<file path="config.mk">
export PLATFORM = sky130hd
export DESIGN_NAME = countdown_timer_ctrl
export DESIGN_NICKNAME = d
export VERILOG_FILES = /design/src/rtl/countdown_timer_ctrl.sv
export SDC_FILE = /design/constraint.sdc
export NUM_CORES = 1
export LEC_CHECK = 0
export BUFFER_PORTS_ARGS = -buffer_cell sky130_fd_sc_hd__buf_2
export CAP_MARGIN = 20
export CORE_MARGIN = 1
export CORE_UTILIZATION = 29
export DETAILED_ROUTE_END_ITERATION = 8
export HOLD_SLACK_MARGIN = 0.03
export PLACE_DENSITY = 0.53
export SLEW_MARGIN = 20
export SYNTH_ARGS = -nofsm -noshare
export SYNTH_HDL_FRONTEND = slang
export SYNTH_SLANG_ARGS = --single-unit
</file>
<file path="constraint.sdc">
create_clock -name i_clk -period 3.5 [get_ports i_clk]
set_input_delay 0.175 -clock i_clk [delete_from_list [all_inputs] [get_ports i_clk]]
set_output_delay 0.175 -clock i_clk [all_outputs]
set_load 0.01 [all_outputs]
</file>
<file path="src/rtl/countdown_timer_ctrl.sv">
// Countdown timer controller: hh:mm:ss preset via set/inc, counts down on a 1 Hz tick, raises alarm at zero.
// Latency: every input acts on the next rising clk edge; finish is a registered one-clk pulse on entering DONE.
// No backpressure: single-cycle pulse inputs, always accepted; priority clear > set > start.
module countdown_timer_ctrl #(
  parameter int SEC_MAX = 59,
  parameter int MIN_MAX = 59,
  parameter int HR_MAX  = 23
) (
  input  logic       i_clk,
  input  logic       i_rst_n,
  input  logic       i_tick,
  input  logic       i_start,
  input  logic       i_set,
  input  logic       i_inc,
  input  logic [1:0] i_sel,
  input  logic       i_clear,
  output logic [5:0] o_sec,
  output logic [5:0] o_min,
  output logic [4:0] o_hr,
  output logic [2:0] o_state,
  output logic       o_finish,
  output logic       o_alarm
);

  localparam logic [2:0] S_IDLE  = 3'd0;
  localparam logic [2:0] S_SET   = 3'd1;
  localparam logic [2:0] S_RUN   = 3'd2;
  localparam logic [2:0] S_PAUSE = 3'd3;
  localparam logic [2:0] S_DONE  = 3'd4;

  localparam logic [5:0] L_SEC_MAX = 6'(SEC_MAX);
  localparam logic [5:0] L_MIN_MAX = 6'(MIN_MAX);
  localparam logic [4:0] L_HR_MAX  = 5'(HR_MAX);

  logic [2:0] r_state;
  logic [5:0] r_sec;
  logic [5:0] r_min;
  logic [4:0] r_hr;
  logic       r_finish;

  logic [2:0] w_state_n;
  logic [5:0] w_sec_n;
  logic [5:0] w_min_n;
  logic [4:0] w_hr_n;
  logic       w_finish_n;

  logic [5:0] w_dec_sec;
  logic [5:0] w_dec_min;
  logic [4:0] w_dec_hr;
  logic       w_dec_zero;
  logic       w_time_zero;
  logic [5:0] w_inc_sec;
  logic [5:0] w_inc_min;
  logic [4:0] w_inc_hr;

  // One-second decrement with borrow; only consulted in RUN, where time is never all-zero.
  always_comb begin
    w_dec_sec = r_sec;
    w_dec_min = r_min;
    w_dec_hr  = r_hr;
    if (r_sec != 6'd0) begin
      w_dec_sec = r_sec - 6'd1;
    end else if (r_min != 6'd0) begin
      w_dec_sec = L_SEC_MAX;
      w_dec_min = r_min - 6'd1;
    end else begin
      w_dec_sec = L_SEC_MAX;
      w_dec_min = L_MIN_MAX;
      w_dec_hr  = r_hr - 5'd1;
    end
  end

  assign w_dec_zero  = (w_dec_sec == 6'd0) && (w_dec_min == 6'd0) && (w_dec_hr == 5'd0);
  assign w_time_zero = (r_sec == 6'd0) && (r_min == 6'd0) && (r_hr == 5'd0);

  // Per-field edit increments wrap MAX -> 0 independently (no carry between fields).
  assign w_inc_sec = (r_sec >= L_SEC_MAX) ? 6'd0 : r_sec + 6'd1;
  assign w_inc_min = (r_min >= L_MIN_MAX) ? 6'd0 : r_min + 6'd1;
  assign w_inc_hr  = (r_hr  >= L_HR_MAX)  ? 5'd0 : r_hr  + 5'd1;

  // Next-state and next-time selection, clear first, then per-state set/start/tick/inc handling.
  always_comb begin
    w_state_n  = r_state;
    w_sec_n    = r_sec;
    w_min_n    = r_min;
    w_hr_n     = r_hr;
    w_finish_n = 1'b0;
    if (i_clear) begin
      w_state_n = S_IDLE;
      w_sec_n   = 6'd0;
      w_min_n   = 6'd0;
      w_hr_n    = 5'd0;
    end else begin
      case (r_state)
        S_IDLE: begin
          if (i_set) begin
            w_state_n = S_SET;
          end else if (i_start && !w_time_zero) begin
            w_state_n = S_RUN;
          end
        end
        S_SET: begin
          if (i_set) begin
            w_state_n = S_IDLE;
          end
          if (i_inc) begin
            case (i_sel)
              2'd0:    w_sec_n = w_inc_sec;
              2'd1:    w_min_n = w_inc_min;
              2'd2:    w_hr_n  = w_inc_hr;
              default: ;
            endcase
          end
        end
        S_RUN: begin
          // A same-cycle tick is dropped on set, but still counts on start.
          if (i_set) begin
            w_state_n = S_IDLE;
          end else begin
            if (i_tick) begin
              w_sec_n = w_dec_sec;
              w_min_n = w_dec_min;
              w_hr_n  = w_dec_hr;
            end
            if (i_tick && w_dec_zero) begin
              w_state_n  = S_DONE;
              w_finish_n = 1'b1;
            end else if (i_start) begin
              w_state_n = S_PAUSE;
            end
          end
        end
        S_PAUSE: begin
          if (i_set) begin
            w_state_n = S_IDLE;
          end else if (i_start) begin
            w_state_n = S_RUN;
          end
        end
        S_DONE: begin
          w_sec_n = 6'd0;
          w_min_n = 6'd0;
          w_hr_n  = 5'd0;
          if (i_set || i_start) begin
            w_state_n = S_IDLE;
          end
        end
        default: begin
          w_state_n = S_IDLE;
        end
      endcase
    end
  end

  // State, time fields and the finish pulse register.
  always_ff @(posedge i_clk or negedge i_rst_n) begin
    if (!i_rst_n) begin
      r_state  <= S_IDLE;
      r_sec    <= 6'd0;
      r_min    <= 6'd0;
      r_hr     <= 5'd0;
      r_finish <= 1'b0;
    end else begin
      r_state  <= w_state_n;
      r_sec    <= w_sec_n;
      r_min    <= w_min_n;
      r_hr     <= w_hr_n;
      r_finish <= w_finish_n;
    end
  end

  assign o_sec    = r_sec;
  assign o_min    = r_min;
  assign o_hr     = r_hr;
  assign o_state  = r_state;
  assign o_finish = r_finish;
  assign o_alarm  = (r_state == S_DONE);

endmodule

</file>
==> qor.json <==
{
  "status": {"value": "finished, final reports clean"},
  "regToRegStartpoint": {"value": "o_sec[0]$_DFFE_PN0P_"},
  "gp_congestion": {"value": 0.838},
  "mappedNetlistArea": {"value": 1980, "unit": "sq um"},
  "placedCellCount": {"value": 346},
  "critical_path.slowest_cell": {"value": "sky130_fd_sc_hd__a2111o_1"},
  "end_kind": {"value": "register"},
  "peakVddDrop": {"value": 0.000270, "unit": "V"},
  "timing.critical_path.to": {"value": "o_state[0]$_DFFE_PN0P_"},
  "drc": {"value": 0},
  "final_min_period_over_clock_period": {"value": 76.0, "unit": "%"},
  "worst_ep_required_time": {"value": 3.69, "unit": "ns"},
  "timing.max_cap.violations": {"value": 0},
  "syn_inst": {"value": 258},
  "post-route-min-period": {"value": 2.66, "unit": "ns"},
  "via_count_of_the_first_global_routing_pass": {"value": 1883},
  "drtPass1Iterations": {"value": 6},
  "antenna_violating_nets_post_route": {"value": 0},
  "timing.hold.ws": {"value": 0.169, "unit": "ns"},
  "post_synth_fa_ha_maj_area_fraction": {"value": 5.69, "unit": "%"},
  "starting_density_of_the_core": {"value": 30.7, "unit": "%"},
  "placeableCoreArea": {"value": 6460, "unit": "sq um"},
  "post_synth.cell_area_avg": {"value": 7.68, "unit": "sq um"},
  "routed_via_density": {"value": 5.75},
  "largest_family_of_logic_cells_by_synthesized_area": {"value": "compound AO/OA/AOI/OAI gates"},
  "critPathKind": {"value": "register to register"},
  "postRouteWirelength": {"value": 5780, "unit": "um"},
  "gr-usage-all-layers": {"value": 16.6, "unit": "%"},
  "grt_antenna_before_repair": {"value": 0},
  "synth_compound_gate_area_share": {"value": 32.6, "unit": "%"},
  "yosys_register_bits": {"value": 21},
  "post_synth_mux_area_share": {"value": 1.07, "unit": "%"},
  "power_per_cell_area": {"value": 842, "unit": "nW/um^2"},
  "cp_max_fo": {"value": 12},
  "synth_cell_type_count": {"value": 56},
  "num_antenna_cells": {"value": 0},
  "startpoint_of_the_worst_hold_path": {"value": "i_set"},
  "max_stage_delay": {"value": 0.52, "unit": "ns"},
  "timing.critical_path.from_type": {"value": "register"},
  "p_leak": {"value": 0.926, "unit": "nW"},
  "grt_pass1_wl": {"value": 9630, "unit": "um"},
  "number_of_clock_sinks_seen_by_cts": {"value": 21},
  "crit_chain": {"value": "inv_1, ha_1, or4b_4, nor2_4, nand3_1, a2111o_1, a211o_1, o22ai_1"},
  "final.setup_skew": {"value": 0.00512, "unit": "ns"},
  "die_y": {"value": 84.6, "unit": "um"},
  "ys_seq_area_share": {"value": 26.5, "unit": "%"},
  "postCtsSetupRepairBufs": {"value": 0},
  "post_synth_simple_gate_area": {"value": 24.0, "unit": "%"},
  "h_tree_depth": {"value": 1},
  "max_freq": {"value": 376, "unit": "MHz"},
  "final_cell_count_no_fill": {"value": 351},
  "setup_repair_after_global_routing_missed_its_margin": {"value": "false"},
  "quantity_of_hold_fixing_buffers_added_after_cts": {"value": 1},
  "finalSetupTns": {"value": 0, "unit": "ns"},
  "synth_xor_area_share": {"value": 2.65, "unit": "%"},
  "max_slew_margin": {"value": 48.2, "unit": "%"},
  "design.portCount": {"value": 31},
  "layout-area-overhead-vs-synth": {"value": 12.3, "unit": "%"},
  "worstSkewPairLatency": {"value": 0.27, "unit": "ns"},
  "setup-violations-final": {"value": 0},
  "routed_wire_length_per_instance": {"value": 16.5, "unit": "um"},
  "die_x": {"value": 84.6, "unit": "um"},
  "detailroute.via_count": {"value": 2017},
  "worstSetupStartpoint": {"value": "o_sec[0]$_DFFE_PN0P_"},
  "worst_ep_arrival_time": {"value": 2.85, "unit": "ns"},
  "postSynthNetCount": {"value": 276},
  "crit-reg2reg-capture": {"value": "o_state[0]$_DFFE_PN0P_"},
  "cts_root_buffer": {"value": "sky130_fd_sc_hd__clkbuf_8"},
  "final_core_utilization": {"value": 34.4, "unit": "%"},
  "synth-main-ff-cell": {"value": "sky130_fd_sc_hd__dfrtp_1"},
  "synth-edff-count": {"value": 0},
  "final_max_slew_viol_count": {"value": 0},
  "rows": {"value": 29},
  "timing.final.ws_setup": {"value": 0.839, "unit": "ns"},
  "drive_gt1_share": {"value": 16.8, "unit": "%"},
  "placement.io_buffers": {"value": 30},
  "first_iter_violations": {"value": 200},
  "final_nets": {"value": 293},
  "synthesis.yosys.warnings": {"value": 0},
  "hold_path_class": {"value": "primary input to register"},
  "detailedPlacementHpwl": {"value": 4040, "unit": "um"},
  "preCtsSetupSlack": {"value": 0.850, "unit": "ns"},
  "cts_buffer_depth": {"value": 2},
  "grt.overflow.total": {"value": 0},
  "timing_hold_violations_final": {"value": 0},
  "synth-async-reset-ratio": {"value": 100, "unit": "%"},
  "timing_worst_slew_pin_value": {"value": 0.769, "unit": "ns"},
  "reg2regPathDepth": {"value": 8},
  "r2r_setup_slack": {"value": 0.84, "unit": "ns"},
  "cts_buffers": {"value": 3},
  "grt_max_degree": {"value": 28},
  "die_area": {"value": 7160, "unit": "sq um"},
  "cts_tree": {"value": "built"},
  "cts.reportedPaths.clkPinSlew": {"value": 0.09, "unit": "ns"},
  "post_cts_resize_count": {"value": 0}
}
layout make-up:
cell class / count / area (sq um)
flip-flops and latches: 21 / 526
well taps: 77 / 96.3
inverters: 16 / 60.1
clock buffers: 4 / 45.0
fillers: 705 / 4230
multi-input cells: 198 / 1310
repair buffers: 35 / 190
cells in the final DEF, fill, tap and decap left out, types with 3 or more instances in the layout:
cell type                   n
sky130_fd_sc_hd__buf_2     30
sky130_fd_sc_hd__o21ai_0   27
sky130_fd_sc_hd__dfrtp_1   21
sky130_fd_sc_hd__a21oi_1   19
sky130_fd_sc_hd__inv_1     16
sky130_fd_sc_hd__nand2_1   16
sky130_fd_sc_hd__nor2_1    12
sky130_fd_sc_hd__nand3_1   11
sky130_fd_sc_hd__o31ai_1   10
sky130_fd_sc_hd__nor3_1    10
sky130_fd_sc_hd__ha_1       9
sky130_fd_sc_hd__nor4_1     7
sky130_fd_sc_hd__a31oi_1    5
sky130_fd_sc_hd__xnor2_1    4
sky130_fd_sc_hd__nor4b_1    4
sky130_fd_sc_hd__or3_1      4
sky130_fd_sc_hd__a32oi_1    4
sky130_fd_sc_hd__buf_4      4
sky130_fd_sc_hd__nand2b_1   3
sky130_fd_sc_hd__o22ai_1    3
sky130_fd_sc_hd__a22oi_1    3
sky130_fd_sc_hd__a211oi_1   3
sky130_fd_sc_hd__clkbuf_8   3
synthesized netlist by cell type, types with 5 or more instances:
cell type | n | area, sq um
sky130_fd_sc_hd__a31oi_1 | 5 | 31.3
sky130_fd_sc_hd__clkbuf_1 | 20 | 75.1
sky130_fd_sc_hd__o31ai_1 | 10 | 75.1
sky130_fd_sc_hd__a21oi_1 | 19 | 95.1
sky130_fd_sc_hd__nand2_1 | 16 | 60.1
sky130_fd_sc_hd__inv_1 | 16 | 60.1
sky130_fd_sc_hd__nand3_1 | 11 | 55.1
sky130_fd_sc_hd__nor3_1 | 10 | 50.1
sky130_fd_sc_hd__ha_1 | 9 | 113
sky130_fd_sc_hd__dfrtp_1 | 21 | 526
sky130_fd_sc_hd__o21ai_0 | 27 | 135
sky130_fd_sc_hd__nor2_1 | 12 | 45.0
sky130_fd_sc_hd__nor4_1 | 7 | 43.8
routing by layer:
layer  track usage (%)  wire length, um  up-vias  part of all wire [%]
li1                  -                -     1004                     -
met1              23.2             2830      964                    49
met2              27.4             2730       43                    47
met3              1.77              171        6                   3.0
met4              4.01               53        0                  0.92
met5                 0                0        -                     0
worst min path at each step:
stage                                  end  slack (ns)  cells past startpoint
floorplan               o_finish$_DFF_PN0_       -0.12                      0
global placement    o_state[2]$_DFFE_PN0P_        0.19                      1
global route        o_state[2]$_DFFE_PN0P_        0.18                      2
finish              o_state[2]$_DFFE_PN0P_        0.17                      2
CTS                 o_state[2]$_DFFE_PN0P_        0.16                      2
detailed placement  o_state[2]$_DFFE_PN0P_        0.19                      1
power breakdown:
part | total [mW] | switching [mW] | internal, mW
logic | 1.15 | 0.660 | 0.495
clock network | 0.174 | 0.0923 | 0.0814
registers | 0.546 | 0.229 | 0.316
through the flow:
stage | cell area [sq um] | power, mW
detailed placement | 2170 | 1.71
finish | 2220 | 1.87
floorplan | 1980 | 1.40
global placement | 2170 | 1.71
CTS | 2220 | 1.89
global route | 2220 | 2.06
critical path: cells and delay by family (launching register included):
kind,cells,cell delay [ns]
buf+inv,1,0.12
simple gates,3,0.86
fa+ha+maj,1,0.16
compound gates,3,0.96
flops,1,0.49
cells by family after synthesis:
kind of cell	after synthesis
and+or+nand+nor	83
DFF	21
muxes	2
xor gates and xnor gates	6
buffers and inverters	39
AOI/OAI and AO/OA	98
adders and majority gates	9
flip-flops by register name (all words and copies together), names as in the netlist:
name / count
o_hr: 5
o_min: 6
o_sec: 6
o_state: 3
o_finish: 1
Note: power is estimated with default switching activity, not from simulation.
